`config.mk`:
```
export PLATFORM = sky130hd
export DESIGN_NAME = second_stage_controller_flat
export DESIGN_NICKNAME = d
export VERILOG_FILES = /design/src/rtl/second_stage_controller_if.sv /design/src/rtl/second_stage_controller.sv /design/src/flat_wrapper.sv
export SDC_FILE = /design/constraint.sdc
export NUM_CORES = 1
export LEC_CHECK = 0
export ABC_AREA = 1
export BUFFER_PORTS_ARGS = -buffer_cell sky130_fd_sc_hd__buf_4
export CORE_ASPECT_RATIO = 2
export CORE_MARGIN = 2
export CORE_UTILIZATION = 55
export CTS_BUF_LIST = sky130_fd_sc_hd__clkbuf_16
export DETAILED_ROUTE_END_ITERATION = 10
export PLACE_DENSITY = 0.85
export SYNTH_ARGS = -nofsm -noshare
export SYNTH_HDL_FRONTEND = slang
export SYNTH_SLANG_ARGS = --single-unit
```
`constraint.sdc`:
```
create_clock -name clock -period 1.9 [get_ports clock]
set_input_delay 0.57 -clock clock [delete_from_list [all_inputs] [get_ports clock]]
set_output_delay 0.57 -clock clock [all_outputs]
set_load 0.01 [all_outputs]
```
`src/rtl/second_stage_controller_if.sv`:
```
// rtl/second_stage_controller_if.sv - lane write strobes, drain handshake and status of the z-vector cache sequencer
// The controller drives through master; the caches and downstream stage sit behind slave.
interface second_stage_controller_if #(
  parameter int ADDR_WIDTH = 4
);
  logic [3:0]            z_element_ready;
  logic [3:0]            lane_ready;
  logic [ADDR_WIDTH-1:0] read_address;
  logic                  read_valid;
  logic                  read_ready;
  logic                  element_valid;
  logic                  cache_clear;
  logic                  vector_done;
  logic                  busy;
  logic                  overflow;

  modport master (
    input  z_element_ready,
    input  read_ready,
    output lane_ready,
    output read_address,
    output read_valid,
    output element_valid,
    output cache_clear,
    output vector_done,
    output busy,
    output overflow
  );

  modport slave (
    output z_element_ready,
    output read_ready,
    input  lane_ready,
    input  read_address,
    input  read_valid,
    input  element_valid,
    input  cache_clear,
    input  vector_done,
    input  busy,
    input  overflow
  );
endinterface

```
`src/rtl/second_stage_controller.sv`:
```
// rtl/second_stage_controller.sv - fill/drain sequencer for the four second-stage z-vector caches
// Counts per-lane writes, drains a full vector with shared read addresses, then clears for the next vector.
module second_stage_controller #(
  parameter int DEPTH      = 16,
  parameter int ADDR_WIDTH = 4
) (
  input  logic                       clock,
  input  logic                       clear,
  input  logic                       en,
  second_stage_controller_if.master  bus
);

  typedef enum logic [1:0] {
    FILL  = 2'd0,
    DRAIN = 2'd1,
    DONE  = 2'd2
  } state_t;

  localparam logic [4:0]            FULL_COUNT = 5'(DEPTH);
  localparam logic [ADDR_WIDTH-1:0] LAST_ADDR  = ADDR_WIDTH'(DEPTH - 1);

  state_t                state;
  state_t                state_next;
  logic [3:0][4:0]       count;
  logic [3:0][4:0]       count_next;
  logic [ADDR_WIDTH-1:0] addr;
  logic [ADDR_WIDTH-1:0] addr_next;
  logic                  ovf;
  logic                  ovf_next;
  logic                  ev_q;
  logic                  ev_next;
  logic [3:0]            lane_full;
  logic                  all_full_next;
  logic                  active;

  // Outputs that represent requests or pulses are suppressed while disabled or in reset.
  assign active = en && !clear;

  always_comb begin
    lane_full = 4'b0000;
    for (int i = 0; i < 4; i++) begin
      lane_full[i] = (count[i] == FULL_COUNT);
    end
  end

  always_ff @(posedge clock) begin
    if (clear) begin
      state <= FILL;
      count <= '0;
      addr  <= '0;
      ovf   <= 1'b0;
      ev_q  <= 1'b0;
    end else begin
      state <= state_next;
      count <= count_next;
      addr  <= addr_next;
      ovf   <= ovf_next;
      ev_q  <= ev_next;
    end
  end

  always_comb begin
    state_next    = state;
    count_next    = count;
    addr_next     = addr;
    ovf_next      = ovf;
    ev_next       = ev_q;
    all_full_next = 1'b1;

    // A pending element_valid is held across en=0 so the element is delivered once en returns.
    if (en) begin
      ev_next = 1'b0;
      case (state)
        FILL: begin
          for (int i = 0; i < 4; i++) begin
            if (bus.z_element_ready[i]) begin
              if (lane_full[i]) begin
                ovf_next = 1'b1;
              end else begin
                count_next[i] = count[i] + 5'd1;
              end
            end
            if (count_next[i] != FULL_COUNT) begin
              all_full_next = 1'b0;
            end
          end
          if (all_full_next) begin
            state_next = DRAIN;
          end
        end

        DRAIN: begin
          if (|bus.z_element_ready) begin
            ovf_next = 1'b1;
          end
          if (bus.read_ready) begin
            ev_next = 1'b1;
            if (addr == LAST_ADDR) begin
              addr_next  = '0;
              state_next = DONE;
            end else begin
              addr_next = addr + 1'b1;
            end
          end
        end

        DONE: begin
          if (|bus.z_element_ready) begin
            ovf_next = 1'b1;
          end
          count_next = '0;
          state_next = FILL;
        end

        default: begin
          state_next = FILL;
        end
      endcase
    end
  end

  assign bus.lane_ready    = (active && state == FILL) ? ~lane_full : 4'b0000;
  assign bus.read_address  = addr;
  assign bus.read_valid    = active && (state == DRAIN);
  assign bus.element_valid = active && ev_q;
  assign bus.cache_clear   = clear || (active && state == DONE);
  assign bus.vector_done   = active && (state == DONE);
  assign bus.busy          = (state == DRAIN) || (state == DONE);
  assign bus.overflow      = ovf;

endmodule
```
`src/flat_wrapper.sv`:
```
// flat-port wrapper written by rule: the top's interface ports become plain ports
module second_stage_controller_flat 
#(
  parameter int DEPTH      = 16,
  parameter int ADDR_WIDTH = 4
)
  (clock, clear, en, bus_z_element_ready, bus_read_ready, bus_lane_ready, bus_read_address, bus_read_valid, bus_element_valid, bus_cache_clear, bus_vector_done, bus_busy, bus_overflow);
  second_stage_controller_if #(.ADDR_WIDTH(ADDR_WIDTH)) bus_i ();
  input  logic clock;
  input  logic clear;
  input  logic en;
  input wire logic [$bits(bus_i.z_element_ready)-1:0] bus_z_element_ready;
  input wire logic [$bits(bus_i.read_ready)-1:0] bus_read_ready;
  output wire logic [$bits(bus_i.lane_ready)-1:0] bus_lane_ready;
  output wire logic [$bits(bus_i.read_address)-1:0] bus_read_address;
  output wire logic [$bits(bus_i.read_valid)-1:0] bus_read_valid;
  output wire logic [$bits(bus_i.element_valid)-1:0] bus_element_valid;
  output wire logic [$bits(bus_i.cache_clear)-1:0] bus_cache_clear;
  output wire logic [$bits(bus_i.vector_done)-1:0] bus_vector_done;
  output wire logic [$bits(bus_i.busy)-1:0] bus_busy;
  output wire logic [$bits(bus_i.overflow)-1:0] bus_overflow;
  assign bus_i.z_element_ready = bus_z_element_ready;
  assign bus_i.read_ready = bus_read_ready;
  assign bus_lane_ready = bus_i.lane_ready;
  assign bus_read_address = bus_i.read_address;
  assign bus_read_valid = bus_i.read_valid;
  assign bus_element_valid = bus_i.element_valid;
  assign bus_cache_clear = bus_i.cache_clear;
  assign bus_vector_done = bus_i.vector_done;
  assign bus_busy = bus_i.busy;
  assign bus_overflow = bus_i.overflow;
  second_stage_controller #(.DEPTH(DEPTH), .ADDR_WIDTH(ADDR_WIDTH)) u_core (.clock(clock), .clear(clear), .en(en), .bus(bus_i));
endmodule
```
==> flow_results.org, run 1 <==
** Global routing
- The initial antenna violation count came to 0.
- GR Util met3 :: 0.0290
- After global routing, the most crowded layer is met2.
- Vias in the first global route :: 1,898
- Entering global routing, the biggest net connects 25 pins.
- Final global-route overflow total :: 0
- Fraction of met2 tracks used by global routing :: 0.496
- The first global-routing pass estimated between 7000 and 8000 microns of wire.
- For this run, global-route usage on met1 was measured as 0.260.
- Across every metal layer, demand over resource in global routing totals 0.265.

** Placement
- Gp weighted congestion :: 0.885
- Port Buffers :: 21
- At the placement stage, the worst setup path has a slack of 0.00736 ns.
- In this run, placement finished with an instance count of between 300 and 400.
- Cell Area, Placed :: ~0.0021 sq mm
- The wire-length estimate of the detail-placed layout is approximately 3400 microns.

** Synth
- Syn_area_per_cell :: between 6 and 7 sq um
- Seq/Total Area, Yosys :: 0.295
- During synthesis, Yosys emitted a total of 0 warnings.
- The mapped netlist covers around 0.0019 sq mm.
- The synthesized netlist contains 31 unique library cells.
- Of all flip-flops after synthesis, the portion carrying an async set or reset was 0.
- The synthesized design contains 28 register bits.
- Post-synthesis cell count :: 302
- Most frequently used flop master after synthesis :: sky130_fd_sc_hd__dfxtp_1
- Count of flip-flops with a built-in enable after synthesis :: 0
- Post-synth net total :: between 300 and 400

** Flow run
- The tool flagged a number of max-cap violations equal to 0.

** CTS
- TritonCTS built the clock tree.
- In this run the post-CTS setup repair buffer count came out at 0.
- Clk_lat worst skew :: roughly 0.26 ns
- CTS clk-pin slew, worst paths :: 0.06 ns
- The clock passes through at most 2 buffers.
- H-tree depth reported by CTS :: 1
- The root buffer cell chosen for the clock tree is sky130_fd_sc_hd__clkbuf_16.
- The clock drives 28 sinks.
- Clock buffer count from CTS :: 3

** Cells and area
- Layout cells sized above 1 :: 0.274
- Fill cell total of the finished layout :: about 280
- The number of antenna diodes in the final layout is 0.
- Combined area of the multi-input logic cells :: between 0.001 and 0.0015 sq mm
- Summing all non-filler instances in the final layout gives an area of around 0.0023 sq mm.
- Once layout is complete, the utilization of the core stands at 0.703.
- In the final design database the tool counted between 300 and 400 nets.
- After the flow finishes, the layout carries non-filler instances totaling 360.
- Registers take between 500 and 600 sq um.
- Area growth syn-to-layout :: 23.5%

** Routing
- Vias after detailed routing :: around 2.0k
- Routed wire length per instance :: roughly 13 microns
- Remaining number of nets flagged by the antenna check after routing :: 0
- Number of remaining DRC errors :: 0
- DRC violation total after the first TritonRoute iteration :: 69
- TritonRoute pass-1 iters :: 4
- The routed design has just under 5000 microns of wire.
- In the routed layout, each cell is associated on average with a via count of around 5.6.

** Critical path
- Across all register-to-register paths, the minimum setup slack is around 0.10 ns.
- Traced cell by cell, the critical path runs through inv_2 -> ha_1 -> nand2_1 -> inv_2 -> a21oi_2 -> buf_4.
- The worst register-to-register path has a depth of 14.
- Max FO, Critical Path :: 3
- Grouping stages by cell kind, the critical path spends the most delay in flip-flops.
- The worst setup path is captured at a primary output.
- FF-to-FF Start :: u_core.count[1]$_SDFFE_PP0P_
- WP data arrival :: about 1.3 ns
- The setup path with the least slack is of type reg2out.
- The most numerous cell type found on the critical path is sky130_fd_sc_hd__inv_2.
- The slowest stage of the critical path is the sky130_fd_sc_hd__dfxtp_2 cell.
- STA classifies the critical path startpoint as a flip-flop.
- Worst reg2reg endpoint :: u_core.state[0]$_SDFFE_PP0P_
- For the worst setup path, the data required time is about 1.3 ns.
- The number of buffers and inverters on the critical path is 3.
- On the worst path, the slowest cell contributes a delay of between 0.3 and 0.4 ns.

** Floorplanning
- Horizontal die dimension :: between 40 and 50 microns
- For this configuration, the core starts out at a cell density of 0.569.
- The floorplan step set the die height to just under 90 microns.
- The total area inside the core boundary comes to 0.00334 sq mm.
- DIE AREA :: 0.00397 sq mm
- Number of top-level pins :: 22
- In this run the core area contains 30 standard-cell rows.

** STA
- Fmax :: about 540 MHz
- Actual transition at the worst max-transition pin :: 0.413 ns
- Setup violation total in the final timing report :: 0
- Normalized max-slew margin :: 0.724
- Minimum hold slack :: about 0.47 ns
- After routing, the total negative slack on setup checks comes to 0 ns.
- Clock Skew :: approximately 0.0013 ns
- The total count of hold-check failures in the final report came to 0.
- Dividing the final minimum period by the clock period gives 0.977.
- Setup repair after global routing missed its margin :: true
- Across all setup checks in the final design, the least slack found is 0.0438 ns.
- Count of final max-slew check failures :: 0
- The clock period could shrink to 1.86 ns.

** Pwr
- The design draws between 1 and 1.5 mW.
- In this run the static leakage power is just over 1 nW.
- VDD sags by at most around 0.50 mV.
- Power spread over the standard cell area amounts to about 640 mW/mm^2.

** Worst hold path
- Along the worst hold path, the cell count comes to 2.
- Hold path endpoint :: u_core.bus.overflow$_SDFFE_PP0P_
- Hold Path Origin :: u_core.bus.overflow$_SDFFE_PP0P_
- Min-delay worst type :: reg2reg

** Run status
- The run finished with clean final reports.
[logic make-up (layout without fill, tap and decap cells)]
logic type,after synthesis,after routing,synth area share
AND/OR/NAND/NOR,158,158,0.357
buffers and inverters,52,78,0.108
AO/OA/AOI/OAI,45,45,0.127
flip-flops,28,28,0.295
adder cells (fa/ha/maj),13,13,0.0856
XOR/XNOR,6,6,0.0277
[layout make-up]
class / instances / share of cell area
multi-input cells: 222 / 0.538
clock buffers: 3 / 0.0320
well taps: 32 / 0.0171
flip-flops and latches: 28 / 0.244
repair buffers: 31 / 0.0991
inverters: 44 / 0.0704
[metal layers]
layer  share of wire  up-vias
li1                -     1014
met1            0.36      929
met2            0.56       68
met3           0.041       17
met4           0.037        0
met5               0        -
[power by group]
| group | leakage (nW) | total [mW] | switching [mW] | internal, mW |
|---|---|---|---|---|
| sequential | 0.231 | 0.635 | 0.0216 | 0.614 |
| clock | 0.0370 | 0.474 | 0.195 | 0.279 |
| combinational | 0.743 | 0.384 | 0.235 | 0.149 |
[synth_stat cells, drive strengths merged (2+ instances only)]
cell    count  share of area
a21oi      32          0.086
buf         3          0.011
clkbuf      5          0.011
clkinv      3         0.0059
dfxtp      28           0.29
ha         13          0.086
inv        41          0.081
nand2      94           0.19
nand3      26          0.074
nand4       3         0.0099
nor2       27          0.059
nor3        5          0.016
o21ai       8          0.021
o22ai       2         0.0066
xnor2       3          0.014
xor2        3          0.014
[worst max-delay path by stage]
| stage | start | endpoint | cells after the start |
|---|---|---|---|
| 5_1_grt | u_core.count[1]$_SDFFE_PP0P_ | u_core.state[0]$_SDFFE_PP0P_ | 14 |
| 3_3_place_gp | clear | bus_lane_ready[1] | 5 |
| 2_1_floorplan | clear | bus_lane_ready[0] | 4 |
| 6_report | u_core.count[5]$_SDFFE_PP0P_ | bus_lane_ready[1] | 6 |
| 4_1_cts | u_core.count[5]$_SDFFE_PP0P_ | bus_lane_ready[1] | 6 |
| 3_5_place_dp | clear | bus_lane_ready[1] | 5 |
[flip-flops by register name, summed over array words and instances (netlist names)]
name	flops
u_core.bus.read_address	4
u_core.count	20
u_core.state	2
u_core.ev_q	1
u_core.bus.overflow	1
[worst min-delay path, stage by stage (launching register included)]
cell	delay, ns
sky130_fd_sc_hd__dfxtp_1	0.32
sky130_fd_sc_hd__nor2_1	0.05
sky130_fd_sc_hd__nor2_1	0.07
[layout by cell type, fill, tap and decap left out, types with 2 or more instances in the layout]
cell,synthesis,routed
sky130_fd_sc_hd__a21oi_1,31,29
sky130_fd_sc_hd__a21oi_2,1,3
sky130_fd_sc_hd__buf_4,2,31
sky130_fd_sc_hd__clkbuf_16,0,3
sky130_fd_sc_hd__clkinv_1,3,3
sky130_fd_sc_hd__dfxtp_1,28,19
sky130_fd_sc_hd__dfxtp_2,0,9
sky130_fd_sc_hd__ha_1,13,9
sky130_fd_sc_hd__ha_4,0,3
sky130_fd_sc_hd__inv_1,40,30
sky130_fd_sc_hd__inv_2,1,11
sky130_fd_sc_hd__nand2_1,92,85
sky130_fd_sc_hd__nand2_2,2,8
sky130_fd_sc_hd__nand3_1,24,19
sky130_fd_sc_hd__nand3_2,2,6
sky130_fd_sc_hd__nand4_1,3,3
sky130_fd_sc_hd__nor2_1,23,19
sky130_fd_sc_hd__nor2_2,4,8
sky130_fd_sc_hd__nor3_1,4,4
sky130_fd_sc_hd__o21ai_0,7,4
sky130_fd_sc_hd__o21ai_1,1,2
sky130_fd_sc_hd__o21ai_2,0,2
sky130_fd_sc_hd__o22ai_1,2,2
sky130_fd_sc_hd__xnor2_1,3,2
sky130_fd_sc_hd__xor2_1,3,3
[repair_timing]
action,CTS,global route
gates resized for setup,6,45
pin swaps,0,12
setup endpoints to repair,4,11
hold buffers,0,0
Note: power is estimated with default switching activity, not from simulation.
==> run 2, diff against run 1 <==
--- a/config.mk
+++ b/config.mk
@@ -12,7 +12,9 @@
 export CORE_UTILIZATION = 55
 export CTS_BUF_LIST = sky130_fd_sc_hd__clkbuf_16
 export DETAILED_ROUTE_END_ITERATION = 10
+export MAX_ROUTING_LAYER = met4
 export PLACE_DENSITY = 0.85
+export RECOVER_POWER = 100
 export SYNTH_ARGS = -nofsm -noshare
 export SYNTH_HDL_FRONTEND = slang
 export SYNTH_SLANG_ARGS = --single-unit
==> flow_results.org, run 2 (synthesis results as in run 1) <==
** Critical path
- The element type at the critical path start is a flip-flop (unchanged).
- Critical setup path kind :: reg2out (unchanged)
- The critical path buffer and inverter count was 3 (unchanged).
- The kind of cell adding the most delay to the critical path is flip-flops (unchanged).
- The worst flop-to-flop path endpoint is u_core.state[1]$_SDFFE_PP0P_ (was u_core.state[0]$_SDFFE_PP0P_).
- The endpoint class of the critical path is a primary output (unchanged).
- Setup slack, reg-to-reg :: 0.13 ns (was 0.10 ns)
- Critical-path cell list: inv_2 -> ha_1 -> nand2_1 -> inv_1 -> a21oi_2 -> buf_4 (was inv_2 -> ha_1 -> nand2_1 -> inv_2 -> a21oi_2 -> buf_4).
- The arrival time at the worst endpoint was 1.29 ns (about the same).
- The launch point of the worst reg-to-reg path is u_core.count[5]$_SDFFE_PP0P_ (was u_core.count[1]$_SDFFE_PP0P_).
- Worst r2r path cells :: 15 (was 14)
- Max FO, Critical Path :: 3 (unchanged)
- The endpoint required time on the critical path came to 1.33 ns (about the same).
- The longest individual stage delay on the worst path is 0.37 ns (was 0.36 ns).
- Slowest CP cell :: sky130_fd_sc_hd__dfxtp_4 (was sky130_fd_sc_hd__dfxtp_2)

** Routing
- Via/cell ratio :: 5.44 (was 5.63)
- Highest metal layer with signal wires :: met4 (unchanged)
- DRC violation total after the first TritonRoute iteration :: 86 (was 69)
- The length of routed met2 wiring is 2600 microns (was 2700 microns).
- Total routed wire length on the met1 layer :: 1700 microns (was 1760 microns)
- The met3 wirelength from detailed routing was 124 microns (was 196 microns).
- The number of iterations in the first detailed-routing pass came to 4 (unchanged).
- The detailed-route wire length per cell was 12.7 microns (was 13.4 microns).
- The count of nets left with antenna violations after detail routing came to 0 (unchanged).
- Vias after detailed routing :: 1,968 (was 2,028)
- The wire length after detailed routing is 4600 microns (was 4840 microns).
- Number of remaining DRC errors :: 0 (unchanged)

** STA
- Clock Skew :: 0.00589 ns (was 0.00125 ns)
- Minimum hold slack :: 0.472 ns (was 0.468 ns)
- The setup-violating endpoint count in the final report is 0 (unchanged).
- The normalized max-slew margin was 0.795 (was 0.724).
- Minimum period implied by the final worst setup slack :: 1.86 ns (about the same)
- Post-route fraction of the period consumed by the critical path :: 0.978 (was 0.977)
- Count of final max-slew check failures :: 0 (unchanged)
- Actual transition at the worst max-transition pin :: 0.305 ns (was 0.413 ns)
- Final-report hold violation count :: 0 (unchanged)
- Fmax :: 538 MHz (was 539 MHz)

** Cells and area
- Combined area of the multi-input logic cells :: 0.00122 sq mm (was 0.00126 sq mm)
- Flip-flop and latch area :: 572 sq um (unchanged)
- The fraction of final layout cells with drive strength greater than 1 was 0.200 (was 0.274).
- The most common cell after layout, fill and taps aside was sky130_fd_sc_hd__nand2_1 (unchanged).
- Fill cell total of the finished layout :: 274 (was 278)
- Antenna diode count :: 0 (unchanged)
- Largest register FFs :: 20 (unchanged)
- Final net count :: 352 (was 351)
- Area growth syn-to-layout :: 20.2% (was 23.5%)
- Most used cells in the layout excluding fill and tap cells: sky130_fd_sc_hd__nand2_1, sky130_fd_sc_hd__inv_1, sky130_fd_sc_hd__a21oi_1 (was sky130_fd_sc_hd__nand2_1, sky130_fd_sc_hd__buf_4, sky130_fd_sc_hd__inv_1).
- Register with the most flip-flops :: u_core.count (unchanged)
- The final core area utilization is 0.684 (was 0.703).

** Pwr
- The power per cell area is 651 mW/mm^2 (was 636 mW/mm^2).
- The worst vdd rail ir drop was 0.589 mV (was 0.496 mV).
- The leakage component of the power was 0.969 nW (was 1.01 nW).

** Global routing
- The pin count of the biggest net entering global routing came to 25 (unchanged).
- The global route total overflow is 0 (unchanged).
- The first-pass GRT wire length came to 7740 microns (was 7920 microns).
- The initial antenna violation count is 0 (unchanged).
- Gr usage total :: 0.266 (was 0.265)
- The number of global-route vias before repair is 1,876 (was 1,898).

** Floorplanning
- The die outline width is 45.6 microns (unchanged).
- # rows :: 30 (unchanged)
- DIE AREA :: 0.00397 sq mm (unchanged)
- The number of top-level pins came to 22 (unchanged).
- Starting density of the core :: 0.569 (unchanged)
- The placeable core region is 0.00334 sq mm (unchanged).
- The die extent in y was 87.1 microns (unchanged).

** Placement
- Gp weighted congestion :: 0.900 (was 0.885)
- The count of buffers from port buffering came to 21 (unchanged).
- HPWL reported at the end of detailed placement :: 3370 microns (was 3430 microns)

** Worst hold path
- The hold path startpoint is u_core.ev_q$_SDFFE_PP0P_ (was u_core.bus.overflow$_SDFFE_PP0P_).
- The path class of the lowest-slack min-delay path was reg2reg (unchanged).
- The end of the worst hold path is u_core.ev_q$_SDFFE_PP0P_ (was u_core.bus.overflow$_SDFFE_PP0P_).
- Number of cells on the worst hold path :: 2 (unchanged)

** CTS
- The clock tree from TritonCTS is yes (unchanged).
- The CTS H-tree depth came to 1 (unchanged).
- Buffer cell driving the clock tree root :: sky130_fd_sc_hd__clkbuf_16 (unchanged)
- Clk_lat worst skew :: 0.27 ns (was 0.26 ns)
- The register clock-pin slew on the reported worst setup and hold paths was 0.07 ns (was 0.06 ns).
- The maximum root-to-sink buffer count is 2 (unchanged).
- The clock sink count was 28 (unchanged).
- Clock buffer count from CTS :: 3 (unchanged)

** Run status
- Run status :: completed (unchanged)

** Flow run
- The reported max-cap violation count was 0 (unchanged).
## run 2: cell types whose count changed in the layout (fill, tap and decap cells not counted), sizes merged
cell | before | now
buf | 31 | 24
clkinv | 3 | 4
clkbuf | 3 | 11
## run 2: metal layers
| metal | global-route usage | up-vias |
|---|---|---|
| met5 | - | - |
| met4 | 0.160 | 0 |
| met3 | 0.0270 | 14 |
| met2 | 0.476 | 41 |
| met1 | 0.255 | 902 |
| li1 | - | 1011 |
## run 2: final cells by class
type,count,area share
timing repair buffer,32,0.0920
inverter,44,0.0723
clock inverter,1,0.00164
clock buffer,3,0.0329
tap,32,0.0175
multi-input combinational,222,0.533
sequential,28,0.250
## run 2: worst register-to-register path: cells and delay by family (launching register included)
kind / cells / cell delay [ns]
buffers and inverters: 2 / 0.20
AND/OR/NAND/NOR: 12 / 0.96
flip-flops: 1 / 0.36
adder cells (fa/ha/maj): 1 / 0.15
## run 2: power by group
| group | total, mW | switching (mW) | internal [mW] |
|---|---|---|---|
| clock network | 0.496 | 0.213 | 0.283 |
| registers | 0.633 | 0.0208 | 0.613 |
| logic | 0.358 | 0.220 | 0.138 |
| total | 1.49 | 0.454 | 1.03 |
## run 2: worst max path at each step
stage                                              end                    startpoint  depth (start not counted)  slack, ns
after detailed placement             bus_lane_ready[1]                         clear                          5      0.006
after global placement               bus_lane_ready[1]                         clear                          5      0.008
final                                bus_lane_ready[1]  u_core.count[5]$_SDFFE_PP0P_                          6       0.04
after CTS                            bus_lane_ready[1]  u_core.count[5]$_SDFFE_PP0P_                          6      0.005
after floorplan                      bus_lane_ready[0]                         clear                          4       0.14
after global routing      u_core.state[0]$_SDFFE_PP0P_  u_core.count[1]$_SDFFE_PP0P_                         12      -0.03
## run 2: stage by stage
step | setup TNS [ns] | std cells | setup WS [ns] | power [mW] | area [sq um]
floorplan | 0 | 302 | 0.136 | 0.852 | 1900
global placement | 0 | 357 | 0.00810 | 0.968 | 2130
detailed placement | 0 | 357 | 0.00577 | 0.975 | 2130
CTS | 0 | 361 | 0.00496 | 1.48 | 2240
global route | -0.0475 | 362 | -0.0323 | 1.56 | 2280
finish | 0 | 362 | 0.0420 | 1.49 | 2280
## run 2: timing repair
action	4_1_cts	5_1_grt
buffers inserted	0	1
endpoints found under the setup margin	4	6
hold buffers	0	0
pin swaps	0	9
resized for setup	9	26
==> run 3, diff against run 2 <==
--- a/config.mk
+++ b/config.mk
@@ -9,11 +9,11 @@
 export BUFFER_PORTS_ARGS = -buffer_cell sky130_fd_sc_hd__buf_4
 export CORE_ASPECT_RATIO = 2
 export CORE_MARGIN = 2
-export CORE_UTILIZATION = 55
+export CORE_UTILIZATION = 52
 export CTS_BUF_LIST = sky130_fd_sc_hd__clkbuf_16
 export DETAILED_ROUTE_END_ITERATION = 10
 export MAX_ROUTING_LAYER = met4
-export PLACE_DENSITY = 0.85
+export PLACE_DENSITY = 0.84
 export RECOVER_POWER = 100
 export SYNTH_ARGS = -nofsm -noshare
 export SYNTH_HDL_FRONTEND = slang
==> constraint.sdc (replaced) <==
create_clock -name clock -period 1.5 [get_ports clock]
set_input_delay 0.45 -clock clock [delete_from_list [all_inputs] [get_ports clock]]
set_output_delay 0.45 -clock clock [all_outputs]
set_load 0.01 [all_outputs]
==> flow_results.org, run 3 <==
** Floorplanning
- # rows :: 31 (was 30)
- Y dimension of the die :: 89.5 microns (was 87.1 microns)
- The die outline width came to 46.8 microns (was 45.6 microns).
- The initial cell density of the core is 0.533 (was 0.569).
- Number of top-level pins :: 22 (unchanged)

** Synth
- Syn_area_per_cell :: 6.29 sq um (unchanged)
- Netlist cell types :: 31 (unchanged)
- Most frequent cells after synthesis: sky130_fd_sc_hd__nand2_1, sky130_fd_sc_hd__inv_1, sky130_fd_sc_hd__a21oi_1 (unchanged).
- Most common cell in the netlist :: sky130_fd_sc_hd__nand2_1 (unchanged)
- The flip-flop and latch count after synthesis came to 28 (unchanged).
- The primary flip-flop cell chosen by synthesis mapping is sky130_fd_sc_hd__dfxtp_1 (unchanged).
- Main area contributors after synthesis :: sky130_fd_sc_hd__dfxtp_1, sky130_fd_sc_hd__nand2_1, sky130_fd_sc_hd__ha_1 (unchanged)
- The count of flip-flops with a built-in enable after synthesis came to 0 (unchanged).
- The proportion of netlist area held by the largest area contributor was 0.295 (unchanged).
- Async set or reset register ratio after synthesis :: 0 (unchanged)
- The warning count from the yosys run is 0 (unchanged).
- The sequential share of the synthesized area was 0.295 (unchanged).
- The net count after synthesis was 323 (unchanged).
- Post-synthesis cell count :: 302 (unchanged)
- Leading area contributor after synthesis :: sky130_fd_sc_hd__dfxtp_1 (unchanged)
- The netlist area before placement is 0.00190 sq mm (unchanged).

** CTS
- Clock tree sinks :: 28 (unchanged)
- Clock buffer count from CTS :: 3 (unchanged)
- Clock tree buffer depth :: 2 (unchanged)
- The CTS H-tree depth came to 1 (unchanged).
- Buffer cell driving the clock tree root :: sky130_fd_sc_hd__clkbuf_16 (unchanged)

** Run status
- Stage where the flow stopped :: global routing
- Run status :: stopped before the end (was completed)
- Run-stopping error :: [ERROR DPL-0038] Utilization greater than 100%, impossible to legalize

** STA
- After the last repair the worst path ends at a sequential cell input.
- Crit. endpoint post-GRT repair :: u_core.state[1]$_SDFFE_PP0P_/D

** Placement
- HPWL reported at the end of detailed placement :: 4230 microns (was 3370 microns)
- Port Buffers :: 21 (unchanged)
- Cell count after placement :: 417 (was 357)
- The routability congestion estimate is 0.877 (was 0.900).

** Global routing
- Maximum number of pins on one net before global-route repair :: 25
[run 3: logic make-up after synthesis]
group,after synthesis,share of synthesized area
compound gates,45,0.127
xor+xnor,6,0.0277
fa+ha+maj,13,0.0856
buf+inv,52,0.108
flops,28,0.295
simple gates,158,0.357
[run 3: repair_timing]
item | 4_1_cts
gates cloned | 2
pin swaps | 26
gates resized for setup | 56
endpoints found under the setup margin | 32
hold buffers | 0
setup buffers | 14
[run 3: stage by stage]
stage / setup slack [ns] / instance area, sq um / hold slack [ns] / setup TNS (ns)
floorplan: -0.0596 / 1910 / 0.444 / -0.251
global placement: -0.246 / 2510 / 0.453 / -1.15
detailed placement: -0.336 / 2510 / 0.460 / -2.10
CTS: -0.262 / 2960 / 0.470 / -6.31
==> run 4, diff against run 3 <==
--- a/config.mk
+++ b/config.mk
@@ -7,13 +7,10 @@
 export LEC_CHECK = 0
 export ABC_AREA = 1
 export BUFFER_PORTS_ARGS = -buffer_cell sky130_fd_sc_hd__buf_4
-export CORE_ASPECT_RATIO = 2
 export CORE_MARGIN = 2
-export CORE_UTILIZATION = 52
-export CTS_BUF_LIST = sky130_fd_sc_hd__clkbuf_16
+export CORE_UTILIZATION = 40
 export DETAILED_ROUTE_END_ITERATION = 10
-export MAX_ROUTING_LAYER = met4
-export PLACE_DENSITY = 0.84
+export PLACE_DENSITY_LB_ADDON = 0.15
 export RECOVER_POWER = 100
 export SYNTH_ARGS = -nofsm -noshare
 export SYNTH_HDL_FRONTEND = slang
==> constraint.sdc (replaced) <==
create_clock -name clock -period 1.95 [get_ports clock]
set_input_delay 0.585 -clock clock [delete_from_list [all_inputs] [get_ports clock]]
set_output_delay 0.585 -clock clock [all_outputs]
set_load 0.01 [all_outputs]
==> flow_results.org, run 4 (synthesis results as in run 1) <==
** Critical path
- Cell occurring most often along the worst timing path :: sky130_fd_sc_hd__inv_1
- Along the worst path, the maximum fanout reaches 3.
- Critical-path cell list :: inv_1 -> ha_1 -> nand2_1 -> inv_1 -> a21oi_2 -> buf_4
- The critical path in this run is classified as reg2out.
- The worst setup path is launched from a flip-flop.
- WP data arrival :: approximately 1.3 ns
- Slowest CP cell :: sky130_fd_sc_hd__dfxtp_2
- Among cell families on the critical path, the largest total delay comes from flip-flops.
- Counting both buffers and inverters, the worst setup path holds a total of 3.
- Nature of the critical path endpoint :: primary output
- Slowest stage delay, CP :: between 0.3 and 0.4 ns
- Required time at the worst-slack endpoint :: 1.36 ns

** Routing
- Routed wire length per instance :: 11.7 microns
- After detailed routing, the number of vias per cell comes to between 4 and 5.
- Number of remaining DRC errors :: 0
- Remaining number of nets flagged by the antenna check after routing :: 0
- DRC violation total after the first TritonRoute iteration :: between 70 and 80
- After detailed routing, the total wire length is about 4500 microns.
- TritonRoute pass-1 iters :: 4
- Detailed routing inserted a total of approximately 1.9k vias.

** Pwr
- Psw :: 0.424 mW
- Of the total power, the share spent switching nets is 0.296.
- The share of total power dissipated in sequential elements is 0.429.
- Portion of total power attributed to the clock network :: 0.330
- Internal portion of total power :: 1.01 mW
- The share of total power dissipated in combinational logic is 0.241.
- Static Leakage :: 0.979 nW
- For this design the ratio of total power to cell area is around 630 mW/mm^2.
- IR analysis of the VDD net gives a maximum drop of 0.504 mV.

** Cells and area
- In the final layout, the share of cells above drive strength 1 is 0.191.
- Largest register FFs :: 20
- Most used cells in the layout excluding fill and tap cells :: sky130_fd_sc_hd__nand2_1, sky130_fd_sc_hd__inv_1, sky130_fd_sc_hd__a21oi_1, sky130_fd_sc_hd__buf_4, sky130_fd_sc_hd__nand3_1
- 0 antenna diodes ended up in the layout.
- The final layout contains between 300 and 400 nets.
- Area growth syn-to-layout :: 20.1%
- Most common cell after layout, fill and taps aside :: sky130_fd_sc_hd__nand2_1
- Post-Layout Inst Area :: 0.00228 sq mm
- The register with the most flip-flops in the final layout is u_core.count.

** Placement
- Port Buffers :: 21 (unchanged)
- The post-detailed-placement cell area was 0.00215 sq mm (was 0.00251 sq mm).
- The routability congestion estimate is 0.805 (was 0.877).
- The detailed-placement wirelength estimate is 3340 microns (was 4230 microns).

** Floorplanning
- Number of top-level pins :: 22 (unchanged)
- The initial cell density of the core was 0.408 (was 0.533).
- The total area inside the core boundary comes to around 0.0047 sq mm.
- DIE AREA :: approximately 0.0053 sq mm
- The die outline width came to 72.9 microns (was 46.8 microns).
- The die extent in y was 72.9 microns (was 89.5 microns).
- # rows :: 25 (was 31)

** Run status
- Run status: completed (was stopped before the end).

** CTS
- H-tree depth reported by CTS :: 1 (unchanged)
- The cell at the root of the clock tree is sky130_fd_sc_hd__clkbuf_8 (was sky130_fd_sc_hd__clkbuf_16).
- CTS clk-pin slew, worst paths :: ~0.11 ns
- Clock buffer count from CTS :: 3 (unchanged)
- The hold buffer count at cts was 0 (unchanged).
- Clock tree from TritonCTS :: yes
- Clock latency on the worst-skew pair, taken at its later pin, is roughly 0.28 ns.
- Clock tree sinks :: 28 (unchanged)
- Clock tree buffer depth :: 2 (unchanged)

** Global routing
- Global-route wire length before repair :: around 7600 microns
- Gr usage total :: 0.180
- The total overflow left after global routing is 0.
- Vias in the first global route :: ~1.6k
- Entering global routing, the biggest net connects 25 pins.
- The initial antenna violation count came to 0.

** STA
- Setup violation total in the final timing report :: 0
- Post-route fraction of the period consumed by the critical path :: 0.959
- Fmax :: about 530 MHz
- Actual transition at the worst max-transition pin :: approximately 0.33 ns
- The clock arrives with roughly 0.006 ns of skew.
- Final-report hold violation count :: 0
- The worst path in the final design needs a cycle of 1.87 ns, including I/O delays and setup.
- Count of final max-slew check failures :: 0
- Headroom to the max-slew limit came out at 0.782.
- Total Negative Setup Slacks :: 0 ns

** Flow run
- Max-Cap Viols :: 0

** Worst hold path
- The min-delay analysis places its worst path in the category reg2reg.
==> run 4: repair_timing <==
action | 4_1_cts | 5_1_grt
gates resized for setup | 6 | 20
buffers inserted | 0 | 3
pin swaps | 0 | 5
setup endpoints to repair | 4 | 8
==> run 4: stage by stage <==
step / utilization / hold WS (ns) / worst slack (ns) / cells / power (mW)
floorplan: - / 0.444 / 0.156 / 302 / 0.831
global route: 0.490 / 0.507 / -0.00887 / 384 / 1.52
detailed placement: 0.460 / 0.464 / -0.00997 / 377 / 0.941
CTS: 0.481 / 0.482 / 0.00295 / 381 / 1.43
global placement: 0.460 / 0.454 / -0.0194 / 377 / 0.938
finish: 0.490 / 0.479 / 0.0798 / 384 / 1.43
==> run 4: metal layers <==
layer  track usage  wire (microns)  part of all wire  vias to the layer above
met5             0               0                 0                        -
met4        0.0309              27            0.0060                        0
met3        0.0304             167             0.037                        2
met2         0.279            1980              0.44                       30
met1         0.267            2320              0.52                      820
li1              -               -                 -                     1015
==> run 4: cell type report <==
| cell class | count | area (sq um) |
|---|---|---|
| clock buffer | 3 | 41.3 |
| inverter | 44 | 165 |
| sequential | 28 | 573 |
| fill | 502 | 2380 |
| multi-input combinational | 222 | 1180 |
| tap | 54 | 67.6 |
| timing repair buffer | 32 | 221 |
| clock inverter | 1 | 30.0 |
==> run 4: final timing paths <==
path	endpoint	start	slack, ns	cells after the start
max	bus_lane_ready[1]	u_core.count[5]$_SDFFE_PP0P_	0.08	6
max reg2reg	u_core.state[0]$_SDFFE_PP0P_	u_core.count[5]$_SDFFE_PP0P_	0.18	14
min	u_core.count[4]$_SDFFE_PP0P_	u_core.count[4]$_SDFFE_PP0P_	0.48	2
min reg2reg	u_core.count[4]$_SDFFE_PP0P_	u_core.count[4]$_SDFFE_PP0P_	0.48	2
==> run 4: worst reg2reg max path: stages, from the launching register on <==
cell and delay [ns]:
sky130_fd_sc_hd__dfxtp_2 0.34, sky130_fd_sc_hd__inv_1 0.10, sky130_fd_sc_hd__ha_1 0.15, sky130_fd_sc_hd__nand2_1 0.05
sky130_fd_sc_hd__inv_1 0.12, sky130_fd_sc_hd__nand2_2 0.08, sky130_fd_sc_hd__nand2_2 0.07, sky130_fd_sc_hd__xor2_1 0.19
sky130_fd_sc_hd__nand2_1 0.10, sky130_fd_sc_hd__nor2_1 0.12, sky130_fd_sc_hd__nand3_2 0.08, sky130_fd_sc_hd__nand2_2 0.10
sky130_fd_sc_hd__nand3_1 0.08, sky130_fd_sc_hd__nand2_1 0.07, sky130_fd_sc_hd__nor2_1 0.03
==> run 4: power groups by stage <==
stage	logic, mW	clock network (mW)	registers (mW)
floorplan	0.204	0	0.626
global placement	0.313	0	0.625
finish	0.344	0.473	0.615
CTS	0.332	0.487	0.613
detailed placement	0.316	0	0.625
global route	0.394	0.506	0.618
